==> src/rtl/lfsr_collector_pkg.sv <==
// ============================================================================
// Module   : lfsr_collector_pkg
// Purpose  : Shared types, default sizes and word-parity helper for the
//            LFSR word collector.
// Revision : 1.0 - initial release
// ============================================================================
`default_nettype none

package lfsr_collector_pkg;

  typedef enum logic [0:0] {
    IDLE    = 1'b0,
    COLLECT = 1'b1
  } state_t;

  localparam int c_default_width = 4;
  localparam int c_default_depth = 4;

  // Callers zero-extend their word; leading zeros do not change the XOR.
  function automatic logic word_parity(input logic [63:0] word);
    return ^word;
  endfunction

endpackage

`default_nettype wire

==> src/rtl/lfsr_collector_fifo.sv <==
// ============================================================================
// Module   : lfsr_collector_fifo
// Purpose  : DEPTH-entry synchronous FIFO; pointers carry one extra wrap bit.
// Revision : 1.0 - initial release
// ============================================================================
`default_nettype none

module lfsr_collector_fifo
  import lfsr_collector_pkg::*;
#(
  parameter int ENTRY_W = c_default_width,
  parameter int DEPTH   = c_default_depth
) (
  input  logic                     clk,
  input  logic                     rst_n,
  input  logic                     i_push,
  input  logic                     i_pop,
  input  logic [ENTRY_W-1:0]       i_data,
  output logic [ENTRY_W-1:0]       o_head,
  output logic                     o_full,
  output logic                     o_empty,
  output logic [$clog2(DEPTH):0]   o_fill
);

  localparam int c_aw = $clog2(DEPTH);

  logic [c_aw:0]        r_wr_ptr;
  logic [c_aw:0]        r_rd_ptr;
  logic [ENTRY_W-1:0]   r_mem [DEPTH];
  logic                 w_do_push;
  logic                 w_do_pop;

  assign o_empty = (r_wr_ptr == r_rd_ptr);
  assign o_full  = (r_wr_ptr[c_aw] != r_rd_ptr[c_aw]) &&
                   (r_wr_ptr[c_aw-1:0] == r_rd_ptr[c_aw-1:0]);
  assign o_fill  = r_wr_ptr - r_rd_ptr;
  assign o_head  = r_mem[r_rd_ptr[c_aw-1:0]];

  // A full FIFO still accepts a push when the head leaves in the same cycle.
  assign w_do_pop  = i_pop && !o_empty;
  assign w_do_push = i_push && (!o_full || w_do_pop);

  always_ff @(posedge clk or negedge rst_n) begin
    if (!rst_n) begin
      r_wr_ptr <= '0;
      r_rd_ptr <= '0;
      for (int i = 0; i < DEPTH; i++) begin
        r_mem[i] <= '0;
      end
    end else begin
      if (w_do_push) begin
        r_mem[r_wr_ptr[c_aw-1:0]] <= i_data;
        r_wr_ptr                  <= r_wr_ptr + 1'b1;
      end
      if (w_do_pop) begin
        r_rd_ptr <= r_rd_ptr + 1'b1;
      end
    end
  end

endmodule

`default_nettype wire

==> src/rtl/lfsr_word_collector.sv <==
// ============================================================================
// Module   : lfsr_word_collector
// Purpose  : Packs the LFSR serial stream LSB-first into WIDTH-bit words and
//            buffers them for a valid/ready consumer. Defining
//            LFSR_COLLECTOR_PARITY_EN adds a per-word parity output word_par.
// Revision : 1.0 - initial release
// ============================================================================
`default_nettype none

module lfsr_word_collector
  import lfsr_collector_pkg::*;
#(
  parameter int WIDTH = c_default_width,
  parameter int DEPTH = c_default_depth
) (
  input  logic                     clk,
  input  logic                     rst_n,
  input  logic                     ser_in,
  input  logic                     ser_valid,
  input  logic                     clr_ovf,
  output logic [WIDTH-1:0]         word_out,
  output logic                     word_valid,
  input  logic                     word_ready,
  output logic                     overflow,
`ifdef LFSR_COLLECTOR_PARITY_EN
  output logic                     word_par,
`endif
  output logic [$clog2(DEPTH):0]   fill
);

  localparam int c_cnt_w = $clog2(WIDTH);
  localparam logic [c_cnt_w-1:0] c_last_bit = c_cnt_w'(WIDTH - 1);
`ifdef LFSR_COLLECTOR_PARITY_EN
  localparam int c_entry_w = WIDTH + 1;
`else
  localparam int c_entry_w = WIDTH;
`endif

  state_t               r_state;
  state_t               w_state_next;
  logic [c_cnt_w-1:0]   r_bit_cnt;
  logic [WIDTH-2:0]     r_shift;
  logic                 r_overflow;
  logic                 w_complete;
  logic                 w_pop;
  logic                 w_full;
  logic                 w_empty;
  logic                 w_drop;
  logic [WIDTH-1:0]     w_word;
  logic [c_entry_w-1:0] w_entry;
  logic [c_entry_w-1:0] w_head;

  assign w_complete = ser_valid && (r_bit_cnt == c_last_bit);
  assign w_word     = {ser_in, r_shift};
  assign w_pop      = !w_empty && word_ready;
  assign w_drop     = w_complete && w_full && !w_pop;

`ifdef LFSR_COLLECTOR_PARITY_EN
  assign w_entry  = {word_parity(64'(w_word)), w_word};
  assign word_out = w_head[WIDTH-1:0];
  assign word_par = w_head[WIDTH];
`else
  assign w_entry  = w_word;
  assign word_out = w_head;
`endif

  assign word_valid = !w_empty;
  assign overflow   = r_overflow;

  always_ff @(posedge clk or negedge rst_n) begin
    if (!rst_n) begin
      r_state <= IDLE;
    end else begin
      r_state <= w_state_next;
    end
  end

  always_comb begin
    w_state_next = r_state;
    case (r_state)
      IDLE:    if (ser_valid)  w_state_next = COLLECT;
      COLLECT: if (w_complete) w_state_next = IDLE;
      default: w_state_next = IDLE;
    endcase
  end

  // Bit k of the word lands in shift[k]; the final bit goes straight to the FIFO.
  always_ff @(posedge clk or negedge rst_n) begin
    if (!rst_n) begin
      r_bit_cnt <= '0;
      r_shift   <= '0;
    end else if (w_complete) begin
      r_bit_cnt <= '0;
      r_shift   <= '0;
    end else if (ser_valid) begin
      r_bit_cnt <= r_bit_cnt + 1'b1;
      for (int k = 0; k < WIDTH - 1; k++) begin
        if (r_bit_cnt == c_cnt_w'(k)) begin
          r_shift[k] <= ser_in;
        end
      end
    end
  end

  // A fresh drop wins over a same-cycle clear.
  always_ff @(posedge clk or negedge rst_n) begin
    if (!rst_n) begin
      r_overflow <= 1'b0;
    end else if (w_drop) begin
      r_overflow <= 1'b1;
    end else if (clr_ovf) begin
      r_overflow <= 1'b0;
    end
  end

  lfsr_collector_fifo #(
    .ENTRY_W (c_entry_w),
    .DEPTH   (DEPTH)
  ) u_fifo (
    .clk     (clk),
    .rst_n   (rst_n),
    .i_push  (w_complete),
    .i_pop   (w_pop),
    .i_data  (w_entry),
    .o_head  (w_head),
    .o_full  (w_full),
    .o_empty (w_empty),
    .o_fill  (fill)
  );

endmodule

`default_nettype wire

==> config.mk <==
export PLATFORM = sky130hd
export DESIGN_NAME = lfsr_word_collector
export DESIGN_NICKNAME = d
export VERILOG_FILES = /design/src/rtl/lfsr_collector_pkg.sv /design/src/rtl/lfsr_collector_fifo.sv /design/src/rtl/lfsr_word_collector.sv
export SDC_FILE = /design/constraint.sdc
export NUM_CORES = 1
export LEC_CHECK = 0
export ABC_AREA = 1
export CAP_MARGIN = 20
export CORE_MARGIN = 2
export CORE_UTILIZATION = 36
export CTS_CLUSTER_DIAMETER = 60
export DETAILED_ROUTE_END_ITERATION = 16
export GPL_ROUTABILITY_DRIVEN = 0
export PLACE_DENSITY = 0.53
export SLEW_MARGIN = 40
export SYNTH_ARGS = -nofsm -noshare
export SYNTH_HDL_FRONTEND = slang
export SYNTH_HIERARCHICAL = 1
export SYNTH_SLANG_ARGS = --single-unit
==> constraint.sdc <==
create_clock -name clk -period 3.5 [get_ports clk]
set_clock_uncertainty 0.2 [all_clocks]
set_input_delay 0.35 -clock clk [delete_from_list [all_inputs] [get_ports clk]]
set_output_delay 0.35 -clock clk [all_outputs]
set_load 0.02 [all_outputs]
**Word-level counts from Yosys, hierarchy flattened**

Cells that the tools add are included.

- Register bits: 28
- Input port bits: 6
- Output and inout bits: 9
- Logic and storage cells: 62

- Add/sub/neg operators: 4
- Order comparisons: 3
- Eq/ne operators: 6
- Muxes and demuxes: 15
- Bitwise operators: 2
- Reductions and logical operators: 21

Operators by type and width:

| cell | number |
|---|---|
| $bwmux W16 | 1 |
| $mux W4 | 3 |
| $reduce_bool A2 Y1 | 5 |
| $bmux W4 S2 | 1 |
| $demux W4 S2 | 1 |
| $logic_and A1 B1 Y1 | 8 |
| $add A3 B1 Y3 const B | 2 |
| $ge A3 B3 Y1 const B | 2 |
| $mux W3 | 2 |
| $not A2 Y3 | 2 |
| $reduce_and A2 Y1 | 3 |
| $mux W1 | 5 |
| $eq A2 B2 Y1 const B | 2 |
| $mux W2 | 2 |
| $eq A3 B3 Y1 | 1 |
| $logic_not A1 Y1 | 3 |
| $lt A3 B1 Y1 const B | 1 |
| $sub A3 B3 Y3 | 1 |
| $add A2 B1 Y2 const B | 1 |
| $eq A2 B1 Y1 const B | 1 |
| $eq A2 B2 Y1 | 1 |
| $logic_not A2 Y1 | 1 |
| $logic_or A1 B1 Y1 | 1 |
| $ne A1 B1 Y1 | 1 |

**Longest topological paths before layout**

- Word-level depth: 6
- Gate-level depth with buffers: 15
- Mapped depth without buffers: 14

**Hierarchy**

Netlist, hierarchy kept.

By module, submodules not included:

| module | instances | cells an instance | area each (µm²) | sequential area each (µm²) |
|---|---|---|---|---|
| lfsr_collector_fifo | 1 | 147 | 1226.2 | 550.5 |
| lfsr_word_collector | 1 | 39 | 332.8 | 150.1 |

**Worst setup path after synthesis**

Ideal clock, no wire load.

- Path type: reg2reg
- From: register u_fifo.r_rd_ptr[1]
- To: register u_fifo.r_wr_ptr[1]
- Library setup time: 117 ps
- Data arrival time: 1894 ps
- Data required time: 3183 ps
- Slack: 1289 ps
- Cell stages (with the launch flop): 16
- Buffers on the path: 1
- Period minus slack after synthesis: 2211 ps
- Cell sequence: dfrtp_1 inv_1 ha_1 nand2_1 inv_1 nand2_1 inv_1 inv_1 nand2_1 inv_1 inv_1 nand3_4 buf_6 nand2_4 nand2_1 nand2_1

- Word-level cells in the longest chain between the ends: 6
- Elaborated cells on any way between the ends: 9
- Classes of those cells: eq/ne (2); reduce/logical (7)

Ends and longest elaborated chain:

| item | line | source |
|---|---|---|
| from (decl) | lfsr_collector_fifo.sv:28 | `logic [c_aw:0] r_rd_ptr;` |
| from (signal assigned) | lfsr_collector_fifo.sv:56 | `r_rd_ptr <= r_rd_ptr + 1'b1;` |
| $eq A3 B3 Y1 | lfsr_collector_fifo.sv:33 | `assign o_empty = (r_wr_ptr == r_rd_ptr);` |
| named net w_empty | lfsr_word_collector.sv:47 | `logic w_empty;` |
| $logic_not A1 Y1 | - |  |
| named net word_valid | lfsr_word_collector.sv:22 | `output logic word_valid,` |
| $logic_and A1 B1 Y1 | lfsr_word_collector.sv:55 | `assign w_pop = !w_empty && word_ready;` |
| named net w_pop | lfsr_word_collector.sv:45 | `logic w_pop;` |
| $logic_and A1 B1 Y1 | lfsr_collector_fifo.sv:40 | `assign w_do_pop = i_pop && !o_empty;` |
| $logic_or A1 B1 Y1 | lfsr_collector_fifo.sv:41 | `assign w_do_push = i_push && (!o_full \|\| w_do_pop);` |
| $logic_and A1 B1 Y1 | lfsr_collector_fifo.sv:41 |  |
| to (signal assigned) | lfsr_collector_fifo.sv:53 | `r_wr_ptr <= r_wr_ptr + 1'b1;` |
| to (decl) | lfsr_collector_fifo.sv:27 | `logic [c_aw:0] r_wr_ptr;` |

The timed path passes the listed nets, and every way through them passes these cells.
A chain may end at the register's enable or synchronous reset.

**Worst setup path after layout**

- From: register u_fifo.r_rd_ptr[0]
- To: output fill[2]

- Word-level cells in the longest chain between the ends: 1

Ends and longest elaborated chain:

| item | line | source |
|---|---|---|
| $sub A3 B3 Y3 | lfsr_collector_fifo.sv:36 | `assign o_fill = r_wr_ptr - r_rd_ptr;` |
| to (decl) | lfsr_word_collector.sv:28 | `output logic [$clog2(DEPTH):0] fill` |

Every way passes these cells.

==> run summary <==
VDD sags by at most 308 µV. Proportion of register bits with asynchronous set or reset after synthesis: 1.00. The type of element capturing the critical path was a primary output. The startpoint identified for the worst register-to-register timing path is u_fifo/r_rd_ptr[1]$_DFFE_PN0P_. Starting density of the core: 0.382.

The longest individual stage delay on the worst path is 0.62 ns. Traced cell by cell, the critical path runs through ha_1 -> fa_1 -> xor2_1 -> clkdlybuf4s50_1. Summed over all layers, the global routing overflow is 0.

After floorplanning, the core was sized to cover 4090 µm². In this run the mean area of a mapped cell was 8.38 µm². For this run, design rule violations remaining after detail routing come to 0. For this run, the leading register cell type out of synthesis is sky130_fd_sc_hd__dfrtp_1. Counting every net in the synthesized netlist gives 204. The run gives 0 ns as the total negative slack for setup checks. The maximum fanout count along the critical path works out to 12. Setup repair after global routing left no endpoint under its margin. After synthesis, the netlist uses 18 different library cells. At the end of the flow, the number of nets in the layout was 219. The tools report the register-to-register path setup slack as 0.96 ns. Among all cell types in the netlist, the one instantiated most often is sky130_fd_sc_hd__nand2_1.

The fraction of layout cells with a size suffix above 1 works out to 0.0500. The slowest stage cell on the critical path is sky130_fd_sc_hd__clkdlybuf4s50_1. The logs give 0 for the count of nets left with antenna violations after detail routing and 432 for the number of fill cells in the layout. By area the synthesized netlist is led by sky130_fd_sc_hd__dfrtp_1 45%, sky130_fd_sc_hd__nand2_1 14%, sky130_fd_sc_hd__ha_1 8.8%.

The worst endpoint data arrival time is 2.20 ns. The detailed router finished its first iteration with 84 violations. The hold slack was 0.253 ns; the depth of the worst register-to-register path was 14. Port buffer count: 14. For the number of gates given a new drive strength after cts, the log shows 0.

After clock tree synthesis, the flow added hold-fix buffers numbering 0. The final-report max-slew violation count is 0. The cell area that synthesis handed to floorplanning was 1560 µm². The tools report the number of antenna violations at the first check in global routing as 0.

TritonCTS built the clock tree. Summing over every cut layer, the via total after detailed routing is 1285. Synthesis handed over a netlist of 186 instances. Ranked by instance count, the synthesized netlist is headed by 58 x sky130_fd_sc_hd__nand2_1, 28 x sky130_fd_sc_hd__dfrtp_1, 20 x sky130_fd_sc_hd__nand4_1, 19 x sky130_fd_sc_hd__inv_1. Entering global routing, the biggest net connects 29 pins.

The min-delay analysis places its worst path in the category input pin to async pin. The number of levels the H-tree was split into is 1. Clock tree root driver cell: sky130_fd_sc_hd__clkbuf_8.

The clock reaches the later pin of the worst-skew pair after 0.27 ns. The number of antenna diodes in the final layout is 0. The share of the clock period used by the worst path after layout was 0.785; the flop and latch count out of synthesis was 28. After clock tree synthesis, the clock-pin slew on the worst setup and hold paths is 0.10 ns. The post-CTS setup buffer count came out at 0. The run finished with clean final reports. Actual slew at the worst max-slew pin: 0.528 ns. For this design the ratio of total power to cell area is 995 nW/µm². The fraction of synthesized cell area taken by the top area cell type came out at 0.449.

For this run, the top clock speed supported by timing is 364 MHz. The leakage power total was 0.932 nW; the I/O pin count was 15. The first global-routing pass estimated 5870 µm of wire.

At the worst endpoint, the required time is 2.95 ns. The tools report the sequential element share of the synthesized area as 0.449. STA classifies the critical path startpoint as a flop.

The layout overhead on the synthesized area was 15.4%. The maximum number of buffers from clock root to sink was 2. The tools report the detailed-route wire length as 3430 µm. The die covers 4870 µm². Across the run, the number of max-cap violations was 0.

Detailed placement finished with a half-perimeter wire length of 2560 µm. The final hold violation count was 0; the via count of the first global-routing pass was 1275. After layout, the minimum clock period comes to 2.75 ns. For the row count, the log shows 23. The worst register-to-register path ends at u_fifo/r_mem[1]$_DFFE_PN0P_.

Largest area contributor in the synthesized netlist: sky130_fd_sc_hd__dfrtp_1. The final number of setup-violating endpoints came out at 0. For this run, the detailed router's first-pass iteration total came to 4.

The global router's overall resource usage is 0.147, and the vertical die dimension is 69.8 µm. The critical path in this run is classified as flop to primary output. The yosys synthesis warning count was 6; the number of vias per cell was 5.14.

The die boundary width is 69.8 µm. The relative slew slack is 0.648. CTS saw 28 sinks. The average wire per cell in the routed design was 13.7 µm; the number of buffers inserted during clock tree synthesis was 3. The synthesized design contains 0 enable-type register cells.
[sequential cells by signal, summed over array words and instances, names as in the netlist]
name	flops
r_shift	3
overflow	1
u_fifo/r_mem	16
r_bit_cnt	2
u_fifo/r_wr_ptr	3
u_fifo/r_rd_ptr	3
[layout by cell type, fill, tap and decap left out]
master	n
sky130_fd_sc_hd__bufinv_16	1
sky130_fd_sc_hd__o21ai_0	11
sky130_fd_sc_hd__nand4_1	20
sky130_fd_sc_hd__o21ai_1	3
sky130_fd_sc_hd__nor2_1	9
sky130_fd_sc_hd__nand2_2	2
sky130_fd_sc_hd__nand2_4	1
sky130_fd_sc_hd__fa_1	1
sky130_fd_sc_hd__clkbuf_8	3
sky130_fd_sc_hd__nand2_1	58
sky130_fd_sc_hd__xor2_1	1
sky130_fd_sc_hd__o22ai_1	4
sky130_fd_sc_hd__buf_4	2
sky130_fd_sc_hd__nand3_1	10
sky130_fd_sc_hd__dfrtp_1	28
sky130_fd_sc_hd__nand3_4	1
sky130_fd_sc_hd__xnor2_1	1
sky130_fd_sc_hd__ha_1	11
sky130_fd_sc_hd__clkdlybuf4s50_1	14
sky130_fd_sc_hd__inv_1	19
[area by class of cell]
type / instances / area [µm²] / area share
Sequential cell: 28 / 701 / 0.389
Tap cell: 50 / 62.6 / 0.0348
Multi-Input combinational cell: 133 / 738 / 0.410
Clock inverter: 1 / 30.0 / 0.0167
Clock buffer: 3 / 41.3 / 0.0229
Inverter: 19 / 71.3 / 0.0396
Timing Repair Buffer: 16 / 155 / 0.0862
[layer usage]
| metal | up-vias | wire (µm) | global-route usage |
|---|---|---|---|
| met2 | 20 | 1660 | 0.247 |
| li1 | 643 | - | - |
| met3 | 4 | 86 | 0.0189 |
| met5 | - | 0 | 0 |
| met1 | 618 | 1650 | 0.197 |
| met4 | 0 | 36 | 0.0491 |
[worst max path at each step]
stage | start | end | slack [ns] | depth (start not counted)
final | u_fifo/r_rd_ptr[0]$_DFFE_PN0P_ | fill[2] | 0.75 | 4
after detailed placement | u_fifo/r_rd_ptr[1]$_DFFE_PN0P_ | u_fifo/r_mem[2]$_DFFE_PN0P_ | 0.98 | 14
after CTS | u_fifo/r_rd_ptr[0]$_DFFE_PN0P_ | fill[2] | 0.73 | 4
after global placement | u_fifo/r_rd_ptr[0]$_DFFE_PN0P_ | fill[2] | 1.03 | 4
after global routing | u_fifo/r_rd_ptr[1]$_DFFE_PN0P_ | word_valid | 0.59 | 8
after floorplan | u_fifo/r_rd_ptr[1]$_DFFE_PN0P_ | u_fifo/r_wr_ptr[1]$_DFFE_PN0P_ | 1.29 | 15
[cell families after synthesis]
group	share of synthesized area
XOR/XNOR	0.0112
AND/OR/NAND/NOR	0.300
buffers and inverters	0.0770
flip-flops	0.449
AO/OA/AOI/OAI	0.0610
adder cells (fa/ha/maj)	0.101
[per-stage QoR]
stage                     utilization  setup slack [ns]  instances  instance area, µm²  power, W
final                           0.440             0.754        250                1800   0.00179
after detailed placement        0.423             0.984        246                1730   0.00155
after CTS                       0.440             0.734        250                1800   0.00181
after global placement          0.423              1.03        246                1730   0.00153
after floorplan                     -              1.29        186                1560   0.00120
after global routing            0.440             0.589        250                1800   0.00195
[power by group]
part	leakage [nW]	switching, W	internal, W	total, W
registers	0.367	0.000136	0.000457	0.000593
clock network	0.0357	0.000100	0.000153	0.000253
logic	0.530	0.000564	0.000379	0.000943
total	0.932	0.000800	0.000989	0.00179
[worst max-delay path, delay by kind of cell (launching register included)]
kind	cells	cell delay [ns]
adder cells (fa/ha/maj)	2	0.64
XOR/XNOR	1	0.16
flip-flops	1	0.52
buffers and inverters	1	0.62
Note: power is estimated with default switching activity, not from simulation.
